==> src/rtl/execute_stage_pipe_if.sv <==
// Handshake and operand bundle between decode/regfile read, the execute stage and memory.
// Latency: none, wires only.
// Backpressure: carries in_valid/in_ready and out_valid/out_ready; the execute stage connects as slave.
interface execute_stage_pipe_if #(
  parameter int WIDTH   = 32,
  parameter int SHAMT_W = 5
);
  logic               in_valid;
  logic               in_ready;
  logic [4:0]         in_aluop;
  logic [SHAMT_W-1:0] in_shamt;
  logic [WIDTH-1:0]   in_a;
  logic [WIDTH-1:0]   in_b;
  logic [WIDTH-1:0]   in_pc;
  logic [WIDTH-1:0]   in_offset;
  logic               in_immed;
  logic               in_bne;
  logic               in_blt;
  logic               in_mult;
  logic               in_div;
  logic               in_exc_en;
  logic [4:0]         in_rd;
  logic               out_valid;
  logic               out_ready;
  logic [WIDTH-1:0]   out_result;
  logic [4:0]         out_rd;
  logic [WIDTH-1:0]   out_exception;
  logic               out_branch;
  logic               out_taken;
  logic [WIDTH-1:0]   out_target;
  logic               md_busy;

  modport master (
    output in_valid, in_aluop, in_shamt, in_a, in_b, in_pc, in_offset, in_immed,
           in_bne, in_blt, in_mult, in_div, in_exc_en, in_rd, out_ready,
    input  in_ready, out_valid, out_result, out_rd, out_exception, out_branch,
           out_taken, out_target, md_busy
  );

  modport slave (
    input  in_valid, in_aluop, in_shamt, in_a, in_b, in_pc, in_offset, in_immed,
           in_bne, in_blt, in_mult, in_div, in_exc_en, in_rd, out_ready,
    output in_ready, out_valid, out_result, out_rd, out_exception, out_branch,
           out_taken, out_target, md_busy
  );
endinterface

==> src/rtl/execute_stage_pipe.sv <==
// Execute stage: 1-cycle ALU/branch ops plus iterative signed mult/div (divider built only with EXECUTE_DIV_EN).
// Latency: ALU, branch and trapped divides 1 cycle; multiply/divide WIDTH+2 cycles from accept to out_valid.
// Backpressure: single output register holds while out_valid && !out_ready; in_ready low when full, busy or flushing.
module execute_stage_pipe #(
  parameter int WIDTH   = 32,
  parameter int SHAMT_W = 5
) (
  input logic                 clock,
  input logic                 reset,
  input logic                 flush,
  execute_stage_pipe_if.slave io
);

  typedef enum logic [1:0] {IDLE = 2'd0, BUSY = 2'd1, DONE = 2'd2} state_t;

  localparam logic [WIDTH-1:0] EXC_ADD  = WIDTH'(1);
  localparam logic [WIDTH-1:0] EXC_IMM  = WIDTH'(2);
  localparam logic [WIDTH-1:0] EXC_SUB  = WIDTH'(3);
  localparam logic [WIDTH-1:0] EXC_MUL  = WIDTH'(4);
  localparam logic [WIDTH-1:0] EXC_DIV0 = WIDTH'(5);

  state_t             state_q, state_d;
  logic [SHAMT_W-1:0] cnt_q;
  logic               md_neg_q;
  logic [4:0]         md_rd_q;
  logic [WIDTH:0]     hi_q, hi_d;
  logic [WIDTH-1:0]   lo_q, lo_d;
  logic [WIDTH-1:0]   dvsr_q;
`ifdef EXECUTE_DIV_EN
  logic               md_div_q;
  logic               div_zero;
  logic [WIDTH:0]     rem_sh;
`endif

  logic               out_valid_q;
  logic [WIDTH-1:0]   out_result_q;
  logic [4:0]         out_rd_q;
  logic [WIDTH-1:0]   out_exc_q;
  logic               out_branch_q;
  logic               out_taken_q;
  logic [WIDTH-1:0]   out_target_q;

  logic               out_free, accept, op_mult, op_div;
  logic               md_start, div_trap, alu_load;
  logic [WIDTH-1:0]   mag_a, mag_b;
  logic [WIDTH-1:0]   sum_add, sum_sub, alu_res, exc_code, br_target;
  logic               ovf_add, ovf_sub, alu_ovf, is_branch, br_taken;
  logic [WIDTH:0]     mul_sum;
  logic [2*WIDTH-1:0] prod_mag, prod_s;
  logic [WIDTH-1:0]   md_res, md_exc;

  // Output register can take a new value when empty or draining this cycle.
  assign out_free    = !out_valid_q || io.out_ready;
  // Gated by reset so the stage advertises nothing while held in reset.
  assign io.in_ready = reset && (state_q == IDLE) && out_free && !flush;
  assign accept      = io.in_valid && io.in_ready;
  assign op_mult     = io.in_mult;
  assign op_div      = io.in_div && !io.in_mult;
  assign alu_load    = accept && !op_mult && !op_div;

`ifdef EXECUTE_DIV_EN
  // Divide by zero never enters the iterative loop; it traps straight into the output register.
  assign div_zero = op_div && (io.in_b == '0);
  assign md_start = accept && (op_mult || (op_div && !div_zero));
  assign div_trap = accept && div_zero;
`else
  // Without the divider every divide traps as an unimplemented op.
  assign md_start = accept && op_mult;
  assign div_trap = accept && op_div;
`endif

  assign mag_a = io.in_a[WIDTH-1] ? -io.in_a : io.in_a;
  assign mag_b = io.in_b[WIDTH-1] ? -io.in_b : io.in_b;

  assign sum_add   = io.in_a + io.in_b;
  assign sum_sub   = io.in_a - io.in_b;
  assign ovf_add   = (io.in_a[WIDTH-1] == io.in_b[WIDTH-1]) && (sum_add[WIDTH-1] != io.in_a[WIDTH-1]);
  assign ovf_sub   = (io.in_a[WIDTH-1] != io.in_b[WIDTH-1]) && (sum_sub[WIDTH-1] != io.in_a[WIDTH-1]);
  assign is_branch = io.in_bne || io.in_blt;
  assign br_taken  = (io.in_bne && (io.in_a != io.in_b)) ||
                     (io.in_blt && ($signed(io.in_a) < $signed(io.in_b)));
  assign br_target = io.in_pc + (io.in_offset << 2);

  // Single-cycle ALU result and its overflow flag; unknown opcodes give zero.
  always_comb begin
    alu_res = '0;
    alu_ovf = 1'b0;
    case (io.in_aluop)
      5'd0: begin alu_res = sum_add; alu_ovf = ovf_add; end
      5'd1: begin alu_res = sum_sub; alu_ovf = ovf_sub; end
      5'd2: alu_res = io.in_a & io.in_b;
      5'd3: alu_res = io.in_a | io.in_b;
      5'd4: alu_res = io.in_a << io.in_shamt;
      5'd5: alu_res = $signed(io.in_a) >>> io.in_shamt;
      default: alu_res = '0;
    endcase
  end

  // Overflow is only reported when the op allows it; immediate form takes priority over sub.
  always_comb begin
    exc_code = '0;
    if (alu_ovf && io.in_exc_en) begin
      if (io.in_immed)             exc_code = EXC_IMM;
      else if (io.in_aluop == 5'd1) exc_code = EXC_SUB;
      else                          exc_code = EXC_ADD;
    end
  end

  // One iteration step: shift-add for multiply, restoring subtract for divide.
  always_comb begin
    mul_sum = lo_q[0] ? (hi_q + {1'b0, dvsr_q}) : hi_q;
    hi_d    = {1'b0, mul_sum[WIDTH:1]};
    lo_d    = {mul_sum[0], lo_q[WIDTH-1:1]};
`ifdef EXECUTE_DIV_EN
    rem_sh  = {hi_q[WIDTH-1:0], lo_q[WIDTH-1]};
    if (md_div_q) begin
      if (rem_sh >= {1'b0, dvsr_q}) begin
        hi_d = rem_sh - {1'b0, dvsr_q};
        lo_d = {lo_q[WIDTH-2:0], 1'b1};
      end else begin
        hi_d = rem_sh;
        lo_d = {lo_q[WIDTH-2:0], 1'b0};
      end
    end
`endif
  end

  // Sign fix-up of the magnitude result, used when DONE loads the output register.
  always_comb begin
    prod_mag = {hi_q[WIDTH-1:0], lo_q};
    prod_s   = md_neg_q ? -prod_mag : prod_mag;
    md_res   = prod_s[WIDTH-1:0];
    md_exc   = (prod_s[2*WIDTH-1:WIDTH] != {WIDTH{prod_s[WIDTH-1]}}) ? EXC_MUL : '0;
`ifdef EXECUTE_DIV_EN
    // Quotient magnitude sits in lo; most-negative / -1 wraps back to most-negative.
    if (md_div_q) begin
      md_res = md_neg_q ? -lo_q : lo_q;
      md_exc = '0;
    end
`endif
  end

  // Mult/div FSM state register.
  always_ff @(posedge clock or negedge reset) begin
    if (!reset) state_q <= IDLE;
    else        state_q <= state_d;
  end

  // Next state: exactly WIDTH BUSY cycles, DONE waits for room in the output register; flush wins.
  always_comb begin
    state_d = state_q;
    case (state_q)
      IDLE:    if (md_start) state_d = BUSY;
      BUSY:    if (cnt_q == SHAMT_W'(WIDTH - 1)) state_d = DONE;
      DONE:    if (out_free) state_d = IDLE;
      default: state_d = IDLE;
    endcase
    if (flush) state_d = IDLE;
  end

  // Operand capture on start, then one iteration per BUSY cycle.
  always_ff @(posedge clock or negedge reset) begin
    if (!reset) begin
      cnt_q    <= '0;
      md_neg_q <= 1'b0;
      md_rd_q  <= '0;
      hi_q     <= '0;
      lo_q     <= '0;
      dvsr_q   <= '0;
`ifdef EXECUTE_DIV_EN
      md_div_q <= 1'b0;
`endif
    end else if (md_start) begin
      cnt_q    <= '0;
      md_neg_q <= io.in_a[WIDTH-1] ^ io.in_b[WIDTH-1];
      md_rd_q  <= io.in_rd;
      hi_q     <= '0;
      lo_q     <= op_mult ? mag_b : mag_a;
      dvsr_q   <= op_mult ? mag_a : mag_b;
`ifdef EXECUTE_DIV_EN
      md_div_q <= !op_mult;
`endif
    end else if (state_q == BUSY) begin
      cnt_q <= cnt_q + 1'b1;
      hi_q  <= hi_d;
      lo_q  <= lo_d;
    end
  end

  // Output register: ALU/trap loads on accept, DONE loads mult/div, otherwise drains.
  always_ff @(posedge clock or negedge reset) begin
    if (!reset) begin
      out_valid_q  <= 1'b0;
      out_result_q <= '0;
      out_rd_q     <= '0;
      out_exc_q    <= '0;
      out_branch_q <= 1'b0;
      out_taken_q  <= 1'b0;
      out_target_q <= '0;
    end else if (flush) begin
      out_valid_q <= 1'b0;
    end else if (alu_load) begin
      out_valid_q  <= 1'b1;
      out_result_q <= alu_res;
      out_rd_q     <= io.in_rd;
      out_exc_q    <= exc_code;
      out_branch_q <= is_branch;
      out_taken_q  <= br_taken;
      out_target_q <= br_target;
    end else if (div_trap) begin
      out_valid_q  <= 1'b1;
      out_result_q <= '0;
      out_rd_q     <= io.in_rd;
      out_exc_q    <= EXC_DIV0;
      out_branch_q <= 1'b0;
      out_taken_q  <= 1'b0;
      out_target_q <= '0;
    end else if ((state_q == DONE) && out_free) begin
      out_valid_q  <= 1'b1;
      out_result_q <= md_res;
      out_rd_q     <= md_rd_q;
      out_exc_q    <= md_exc;
      out_branch_q <= 1'b0;
      out_taken_q  <= 1'b0;
      out_target_q <= '0;
    end else if (io.out_ready) begin
      out_valid_q <= 1'b0;
    end
  end

  assign io.out_valid     = out_valid_q;
  assign io.out_result    = out_result_q;
  assign io.out_rd        = out_rd_q;
  assign io.out_exception = out_exc_q;
  assign io.out_branch    = out_branch_q;
  assign io.out_taken     = out_taken_q;
  assign io.out_target    = out_target_q;
  assign io.md_busy       = (state_q != IDLE);

endmodule

==> src/flat_wrapper.sv <==
// flat-port wrapper written by rule: the top's interface ports become plain ports
module execute_stage_pipe_flat 
#(
  parameter int WIDTH   = 32,
  parameter int SHAMT_W = 5
)
  (clock, reset, flush, io_in_valid, io_in_aluop, io_in_shamt, io_in_a, io_in_b, io_in_pc, io_in_offset, io_in_immed, io_in_bne, io_in_blt, io_in_mult, io_in_div, io_in_exc_en, io_in_rd, io_out_ready, io_in_ready, io_out_valid, io_out_result, io_out_rd, io_out_exception, io_out_branch, io_out_taken, io_out_target, io_md_busy);
  execute_stage_pipe_if #(.WIDTH(WIDTH), .SHAMT_W(SHAMT_W)) io_i ();
  input logic clock;
  input logic reset;
  input logic flush;
  input wire logic [$bits(io_i.in_valid)-1:0] io_in_valid;
  input wire logic [$bits(io_i.in_aluop)-1:0] io_in_aluop;
  input wire logic [$bits(io_i.in_shamt)-1:0] io_in_shamt;
  input wire logic [$bits(io_i.in_a)-1:0] io_in_a;
  input wire logic [$bits(io_i.in_b)-1:0] io_in_b;
  input wire logic [$bits(io_i.in_pc)-1:0] io_in_pc;
  input wire logic [$bits(io_i.in_offset)-1:0] io_in_offset;
  input wire logic [$bits(io_i.in_immed)-1:0] io_in_immed;
  input wire logic [$bits(io_i.in_bne)-1:0] io_in_bne;
  input wire logic [$bits(io_i.in_blt)-1:0] io_in_blt;
  input wire logic [$bits(io_i.in_mult)-1:0] io_in_mult;
  input wire logic [$bits(io_i.in_div)-1:0] io_in_div;
  input wire logic [$bits(io_i.in_exc_en)-1:0] io_in_exc_en;
  input wire logic [$bits(io_i.in_rd)-1:0] io_in_rd;
  input wire logic [$bits(io_i.out_ready)-1:0] io_out_ready;
  output wire logic [$bits(io_i.in_ready)-1:0] io_in_ready;
  output wire logic [$bits(io_i.out_valid)-1:0] io_out_valid;
  output wire logic [$bits(io_i.out_result)-1:0] io_out_result;
  output wire logic [$bits(io_i.out_rd)-1:0] io_out_rd;
  output wire logic [$bits(io_i.out_exception)-1:0] io_out_exception;
  output wire logic [$bits(io_i.out_branch)-1:0] io_out_branch;
  output wire logic [$bits(io_i.out_taken)-1:0] io_out_taken;
  output wire logic [$bits(io_i.out_target)-1:0] io_out_target;
  output wire logic [$bits(io_i.md_busy)-1:0] io_md_busy;
  assign io_i.in_valid = io_in_valid;
  assign io_i.in_aluop = io_in_aluop;
  assign io_i.in_shamt = io_in_shamt;
  assign io_i.in_a = io_in_a;
  assign io_i.in_b = io_in_b;
  assign io_i.in_pc = io_in_pc;
  assign io_i.in_offset = io_in_offset;
  assign io_i.in_immed = io_in_immed;
  assign io_i.in_bne = io_in_bne;
  assign io_i.in_blt = io_in_blt;
  assign io_i.in_mult = io_in_mult;
  assign io_i.in_div = io_in_div;
  assign io_i.in_exc_en = io_in_exc_en;
  assign io_i.in_rd = io_in_rd;
  assign io_i.out_ready = io_out_ready;
  assign io_in_ready = io_i.in_ready;
  assign io_out_valid = io_i.out_valid;
  assign io_out_result = io_i.out_result;
  assign io_out_rd = io_i.out_rd;
  assign io_out_exception = io_i.out_exception;
  assign io_out_branch = io_i.out_branch;
  assign io_out_taken = io_i.out_taken;
  assign io_out_target = io_i.out_target;
  assign io_md_busy = io_i.md_busy;
  execute_stage_pipe #(.WIDTH(WIDTH), .SHAMT_W(SHAMT_W)) u_core (.clock(clock), .reset(reset), .flush(flush), .io(io_i));
endmodule
==> config.mk <==
export PLATFORM = sky130hd
export DESIGN_NAME = execute_stage_pipe_flat
export DESIGN_NICKNAME = d
export VERILOG_FILES = /design/src/rtl/execute_stage_pipe_if.sv /design/src/rtl/execute_stage_pipe.sv /design/src/flat_wrapper.sv
export SDC_FILE = /design/constraint.sdc
export NUM_CORES = 1
export LEC_CHECK = 0
export ABC_AREA = 1
export BUFFER_PORTS_ARGS = -buffer_cell sky130_fd_sc_hd__buf_4
export CAP_MARGIN = 10
export CORE_ASPECT_RATIO = 1.2
export CORE_MARGIN = 2
export CORE_UTILIZATION = 55
export CTS_CLUSTER_SIZE = 25
export DETAILED_ROUTE_END_ITERATION = 8
export HOLD_SLACK_MARGIN = 0.1
export PLACE_DENSITY = 0.8
export SYNTH_ARGS = -nofsm -noshare
export SYNTH_HDL_FRONTEND = slang
export SYNTH_SLANG_ARGS = --single-unit
==> constraint.sdc <==
create_clock -name clock -period 3 [get_ports clock]
set_input_delay 0.45 -clock clock [delete_from_list [all_inputs] [get_ports clock]]
set_output_delay 0.45 -clock clock [all_outputs]
set_load 0.01 [all_outputs]
Word level (Yosys, flattened, before mapping)
Cells that the tools add are included.
{"block": "word_totals", "regBits": 214, "inputBits": 154, "out_inout_bits": 106, "elab_cells": 120}
{"block": "classes", "add_sub_neg": 8, "n_lt_le_gt_ge": 1, "n_eq_ne": 17, "shift": 2, "muxes": 44, "bitwise_logic": 4, "reduce_logical": 30}
{"cell": "$mux W32", "count": 17}
{"cell": "$pmux W32 S6", "count": 1}
{"cell": "$mux W33", "count": 3}
{"cell": "$add A32 B32 Y32", "count": 2}
{"cell": "$mux W64", "count": 1}
{"cell": "$ne A32 B32 Y1", "count": 2}
{"cell": "$neg A32 Y32", "count": 2}
{"cell": "$neg A64 Y64", "count": 1}
{"cell": "$add A33 B32 Y33", "count": 1}
{"cell": "$and A32 B32 Y32", "count": 1}
{"cell": "$lt A32 B32 Y1", "count": 1}
{"cell": "$or A32 B32 Y32", "count": 1}
{"cell": "$shl A32 B5 Y32", "count": 1}
{"cell": "$sshr A32 B5 Y32", "count": 1}
{"cell": "$sub A32 B32 Y32", "count": 1}
{"cell": "$mux W5", "count": 5}
{"cell": "$logic_and A1 B1 Y1", "count": 15}
{"cell": "$eq A5 B2 Y1 const B", "count": 2}
{"cell": "$eq A5 B3 Y1 const B", "count": 2}
{"cell": "$mux W2", "count": 5}
{"cell": "$mux W1", "count": 9}
{"cell": "$ne A3 B2 Y1 const B", "count": 3}
{"cell": "$pmux W2 S3", "count": 1}
{"cell": "$add A5 B1 Y5 const B", "count": 1}
{"cell": "19 further kinds", "count": 27}

Longest topological paths before layout
{"block": "logic_depth", "depth_word": 9, "depth_mapped": 21, "mapped_depth_nobuf": 19}

Least setup slack after synthesis
OpenSTA, ideal clock, no wires.
{"block": "synth_path", "kind": "reg2reg", "startpoint": "register u_core.lo_q[0]", "endpoint": "register u_core.out_exc_q[2], in the netlist u_core.io.out_exception[2]", "setup_time_ps": 116, "arrival_ps": 2340, "required_time_ps": 2884, "slack_ps": 544, "stages_incl_launch_ff": 20, "n_path_buf": 2, "synth_period_minus_slack_ps": 2456, "path_cell_list": "dfrtp_1 -> buf_6 -> inv_1 -> clkbuf_1 -> ha_1 -> nand3_4 -> nor2_4 -> nand3_2 -> nand2_4 -> nand3_1 -> nand2_1 -> nand2_1 -> nand2_1 -> nand2_1 -> a21oi_1 -> nand2_1 -> nor2_1 -> nand3_1 -> nand2_1 -> nand2_1"}
{"block": "synth_between", "elab_chain_cells": 7}
{"element": "from (decl)", "line_no": "execute_stage_pipe.sv:27", "source": "logic [WIDTH-1:0] lo_q, lo_d;"}
{"element": "from (signal assigned)", "line_no": "execute_stage_pipe.sv:178", "source": "lo_q <= op_mult ? mag_b : mag_a;"}
{"element": "from (signal assigned)", "line_no": "execute_stage_pipe.sv:186", "source": "lo_q <= lo_d;"}
{"element": "$neg A64 Y64", "line_no": "execute_stage_pipe.sv:131", "source": "prod_s = md_neg_q ? -prod_mag : prod_mag;"}
{"element": "$mux W64", "line_no": "execute_stage_pipe.sv:131"}
{"element": "$ne A32 B32 Y1", "line_no": "execute_stage_pipe.sv:133", "source": "md_exc = (prod_s[2*WIDTH-1:WIDTH] != {WIDTH{prod_s[WIDTH-1]}}) ? EXC_MUL : '0;"}
{"element": "$mux W3", "line_no": "execute_stage_pipe.sv:133"}
{"element": "$mux W32", "line_no": "execute_stage_pipe.sv:218", "source": "end else if ((state_q == DONE) && out_free) begin"}
{"element": "$mux W32", "line_no": "execute_stage_pipe.sv:210", "source": "end else if (div_trap) begin"}
{"element": "$mux W32", "line_no": "execute_stage_pipe.sv:202", "source": "end else if (alu_load) begin"}
{"element": "to (signal assigned)", "line_no": "execute_stage_pipe.sv:206", "source": "out_exc_q <= exc_code;"}
{"element": "to (signal assigned)", "line_no": "execute_stage_pipe.sv:222", "source": "out_exc_q <= md_exc;"}
{"element": "to (decl)", "line_no": "execute_stage_pipe.sv:38", "source": "logic [WIDTH-1:0] out_exc_q;"}
No other way between the ends. The select of a mux whose other input is x is not followed.
A chain may end at the register's enable or synchronous reset.

Worst setup path after layout
{"block": "layout_path", "startpoint": "register u_core.state_q[1]", "endpoint": "register u_core.out_result_q[24], in the netlist u_core.io.out_result[24]"}
{"block": "layout_between", "elab_chain_cells": 9, "elab_cells_between_ends": 14, "classes_between": "eq/ne: 1; mux: 2; reduce/logical: 11"}
{"element": "from (decl)", "line_no": "execute_stage_pipe.sv:22", "source": "state_t state_q, state_d;"}
{"element": "from (signal assigned)", "line_no": "execute_stage_pipe.sv:146", "source": "else state_q <= state_d;"}
{"element": "$logic_not A2 Y1", "line_no": "execute_stage_pipe.sv:55", "source": "assign io.in_ready = reset && (state_q == IDLE) && out_free && !flush;"}
{"element": "$logic_and A1 B1 Y1 (3 in series)", "line_no": "execute_stage_pipe.sv:55"}
{"element": "$logic_and A1 B1 Y1", "line_no": "execute_stage_pipe.sv:56", "source": "assign accept = io.in_valid && io.in_ready;"}
{"element": "$logic_and A1 B1 Y1 (2 in series)", "line_no": "execute_stage_pipe.sv:59", "source": "assign alu_load = accept && !op_mult && !op_div;"}
{"element": "$reduce_bool A3 Y1 (no source line)"}
{"element": "$reduce_and A2 Y1 (no source line)"}
{"element": "to (signal assigned)", "line_no": "execute_stage_pipe.sv:204", "source": "out_result_q <= alu_res;"}
{"element": "to (signal assigned)", "line_no": "execute_stage_pipe.sv:220", "source": "out_result_q <= md_res;"}
{"element": "to (decl)", "line_no": "execute_stage_pipe.sv:36", "source": "logic [WIDTH-1:0] out_result_q;"}
Parallel ways exist; a longest one is shown, timed or not.

==> impl_metrics.py <==
metrics = {
    "sta": {
        "report.final.hold_viol_count": 0,
        "min_period_over_period": 0.929,
        "finalSetupTns_ns": 0,
        "final_max_slew_viol_count": 0,
        "finalCriticalPeriod_ns": 2.79,
        "final-setup-viol-count": 0,
        "setup_ws_ns": 0.212,
        "rsz0062_at_grt": "false",
        "worst_clock_skew_ns": 0.0128,
        "max_slew_margin": 0.335,
        "tightestPinTransition_ns": 0.996,
        "timing.fmax_mhz": 359,
    },
    "routing": {
        "avgRoutedWirePerCell_um": 21.8,
        "vias_per_cell": 6.07,
        "routed_wl_um": 106000,
        "antenna_left": 0,
        "drtIter0Drc": 3680,
        "vias": 29600,
        "firstDrtPassIters": 6,
        "drc_errors": 0,
    },
    "placement": {
        "dp_hpwl_um": 86600,
        "port_buffers": 228,
        "dp_slack_ns": -0.0783,
        "place.gp.congestion": 1.11,
        "placed_area_mm2": 0.0275,
    },
    "synth": {
        "synth_cells": 3971,
        "syn_area_per_cell_um2": 6.02,
        "async_reset_ff_frac": 1.00,
        "synth-seq-cells": 184,
        "yosys_warnings": 0,
        "synth-edff-count": 0,
        "ys_seq_area_frac": 0.193,
        "ys.flop_type": "dfrtp_1",
        "syn-cell-area_mm2": 0.0239,
        "synth.distinct_cells": 66,
    },
    "layout": {
        "stdcell_area_mm2": 0.0281,
        "finalNetCount": 4634,
        "fin_util": 0.657,
        "syn_to_final_growth_pct": 17.7,
        "drive_gt1_frac": 0.141,
        "fill_cells": 4248,
    },
    "floorplan": {
        "placement_rows": 83,
        "die_w_um": 194,
        "die_h_um": 232,
        "initial_core_util": 0.558,
        "boundaryPins": 260,
        "fp.dieArea_mm2": 0.0451,
        "core_mm2": 0.0428,
    },
    "global_routing": {
        "use_met3": 0.0780,
        "grt_max_degree": 68,
        "use_met1": 0.546,
        "grt-busiest-layer": "met2",
        "grtUsageTotal": 0.462,
        "grt_pass1_vias": 27600,
        "antenna_found_initial": 2,
        "grtUsageMet2": 0.727,
        "grt_overflow": 0,
        "grt_pass1_wl_um": 159000,
    },
    "clock_tree": {
        "clockBufferDepth": 2,
        "clk_latency_ns": 0.47,
        "cts_sinks": 184,
        "cts_buffers": 17,
        "clock-root-buffer": "clkbuf_16",
        "hold_buffers": 0,
        "cts_setup_buffers": 0,
        "htreeDepth": 4,
        "cts_tree": "yes",
        "clkTransAtPathRegs_ns": 0.08,
    },
    "outcome": {
        "status": "finished clean",
    },
    "setup_path": {
        "cp-start-kind": "register",
        "critPathMaxStageDelay_ns": 0.38,
        "cpMaxStageDelayCell": "dfrtp_1",
        "critPathKind": "register to register",
        "path_cells": "inv_1, nand3_1, nor2_1, nand2_2, nor2_4, nand2_2, a2111oi_4, buf_4, o21ai_0, buf_4, a21oi_1",
        "worstSetupEndpointType": "register",
        "cp.arrival_ns": 3.19,
        "required_ns": 3.40,
        "cp_max_fo": 31,
    },
    "pwr": {
        "leakagePower_nw": 13.9,
        "p_per_area_mw_per_mm2": 617,
        "vdd_drop_max_mv": 0.793,
    },
    "hold_path": {
        "hold_path_class": "input pin to register",
    },
    "run": {
        "drv_cap": 0,
    },
}
flip-flops by register name (all words and copies together) (netlist names), 2 cells and up:
signal	cells
u_core.md_rd_q	5
u_core.hi_q	32
u_core.io.out_rd	5
u_core.cnt_q	5
u_core.lo_q	32
u_core.io.out_target	32
u_core.dvsr_q	32
u_core.io.out_result	32
u_core.io.out_exception	3
u_core.state_q	2
placed cells by master (no fill, tap or decap), types with 8 or more instances in the layout:
| master | count |
|---|---|
| o211ai_1 | 46 |
| a21oi_1 | 317 |
| o221ai_1 | 29 |
| nand4_1 | 48 |
| nor2_1 | 427 |
| ha_1 | 165 |
| nand3_1 | 286 |
| nor4_1 | 12 |
| o21a_1 | 25 |
| clkbuf_16 | 17 |
| xor2_1 | 60 |
| o22ai_1 | 37 |
| o21ai_1 | 25 |
| nor2_2 | 12 |
| a31oi_1 | 31 |
| inv_1 | 401 |
| o21ai_0 | 380 |
| buf_4 | 469 |
| nand3_2 | 9 |
| nor2_4 | 10 |
| buf_12 | 11 |
| dfrtp_1 | 183 |
| nand3b_1 | 10 |
| nor3_1 | 35 |
| inv_2 | 14 |
| mux2i_1 | 24 |
| or2_2 | 13 |
| nand2_2 | 13 |
| conb_1 | 29 |
| a22o_1 | 8 |
| xnor2_1 | 12 |
| a21o_1 | 15 |
| nand2_1 | 1042 |
| o21bai_1 | 20 |
kinds of logic (layout without fill, tap and decap cells):
family	Yosys count	after routing	share of synthesized area
XOR/XNOR	72	72	0.0264
multiplexers	24	24	0.0101
buffers and inverters	607	931	0.105
other	1	31	0.000157
AO/OA/AOI/OAI	979	979	0.233
adder cells (fa/ha/maj)	170	170	0.0903
AND/OR/NAND/NOR	1934	1934	0.343
flip-flops	184	184	0.193
per-layer routing:
layer / vias up / share of wire
met5: - / 0
met4: 0 / 0.10
met3: 447 / 0.092
met2: 1836 / 0.44
met1: 13400 / 0.37
li1: 13900 / -
synthesized netlist by cell type (8+ instances only):
master / number / area share
inv_2: 13 / 0.0020
nand4_1: 48 / 0.013
nor2_4: 10 / 0.0047
nand3_2: 9 / 0.0038
o21ai_1: 25 / 0.0052
xor2_1: 60 / 0.022
nor3_1: 35 / 0.0073
xnor2_1: 12 / 0.0044
o21ai_0: 380 / 0.080
nand2_1: 1043 / 0.16
o22ai_1: 37 / 0.0097
nor4_1: 12 / 0.0031
inv_1: 402 / 0.063
nor2_2: 10 / 0.0026
o221ai_1: 29 / 0.011
a31oi_1: 31 / 0.0081
buf_1: 15 / 0.0024
o21a_1: 25 / 0.0079
clkbuf_1: 84 / 0.013
nand3b_1: 10 / 0.0031
nand2_2: 12 / 0.0031
a22o_1: 8 / 0.0029
nand3_1: 286 / 0.060
dfrtp_1: 184 / 0.19
o211ai_1: 46 / 0.014
ha_1: 166 / 0.087
a21oi_1: 317 / 0.066
mux2i_1: 24 / 0.010
nor2_1: 429 / 0.067
or2_2: 13 / 0.0034
a21o_1: 15 / 0.0047
buf_2: 53 / 0.011
o21bai_1: 20 / 0.0063
buf_4: 33 / 0.010
path summary, 6_finish.rpt:
check                                         start                       end  slack (ns)  depth (start not counted)
max                               u_core.state_q[1]  u_core.io.out_result[24]        0.21                         11
min                                           flush       u_core.io.out_valid        0.20                          2
max reg2reg                       u_core.state_q[1]  u_core.io.out_result[24]        0.21                         11
min reg2reg                u_core.io.out_target[24]  u_core.io.out_target[24]        0.49                          2
max in group asynchronous                     reset         u_core.dvsr_q[19]        1.36                          3
min in group asynchronous                     reset            u_core.hi_q[0]        0.23                          2
where the power goes:
| group | switching [W] | internal (W) | total, W |
|---|---|---|---|
| sequential | 0.00113 | 0.00337 | 0.00450 |
| combinational | 0.00674 | 0.00372 | 0.0105 |
| clock | 0.00112 | 0.00127 | 0.00239 |
| total | 0.00900 | 0.00837 | 0.0174 |
what timing repair did:
action                     in CTS  in global routing
hold endpoints to repair        0                  0
setup endpoints to repair       0                  1
resized for setup               0                  2
per-stage QoR:
stage | power, W | cells | hold slack (ns)
6_report | 0.0174 | 4877 | 0.195
5_1_grt | 0.0186 | 4876 | 0.201
4_1_cts | 0.0170 | 4875 | 0.189
3_5_place_dp | 0.0146 | 4843 | 0.467
3_3_place_gp | 0.0144 | 4843 | 0.453
2_1_floorplan | 0.0108 | 3999 | 0.154
worst max-delay path: cells and delay by family (launching register included):
kind                   cells  cell delay [ns]
and+or+nand+nor            5             1.02
buffers and inverters      3             0.66
AOI/OAI and AO/OA          3             0.64
DFF                        1             0.38
layout make-up:
class	instances	area, um^2	area share
sequential	184	4610	0.164
multi-input combinational	3208	16900	0.601
antenna	2	5.00	0.000178
inverter	418	1570	0.0558
clock buffer	19	443	0.0157
tap	552	691	0.0246
timing repair buffer	481	3750	0.133
clock inverter	13	158	0.00560
No activity file was read; power rests on OpenSTA's default activity.
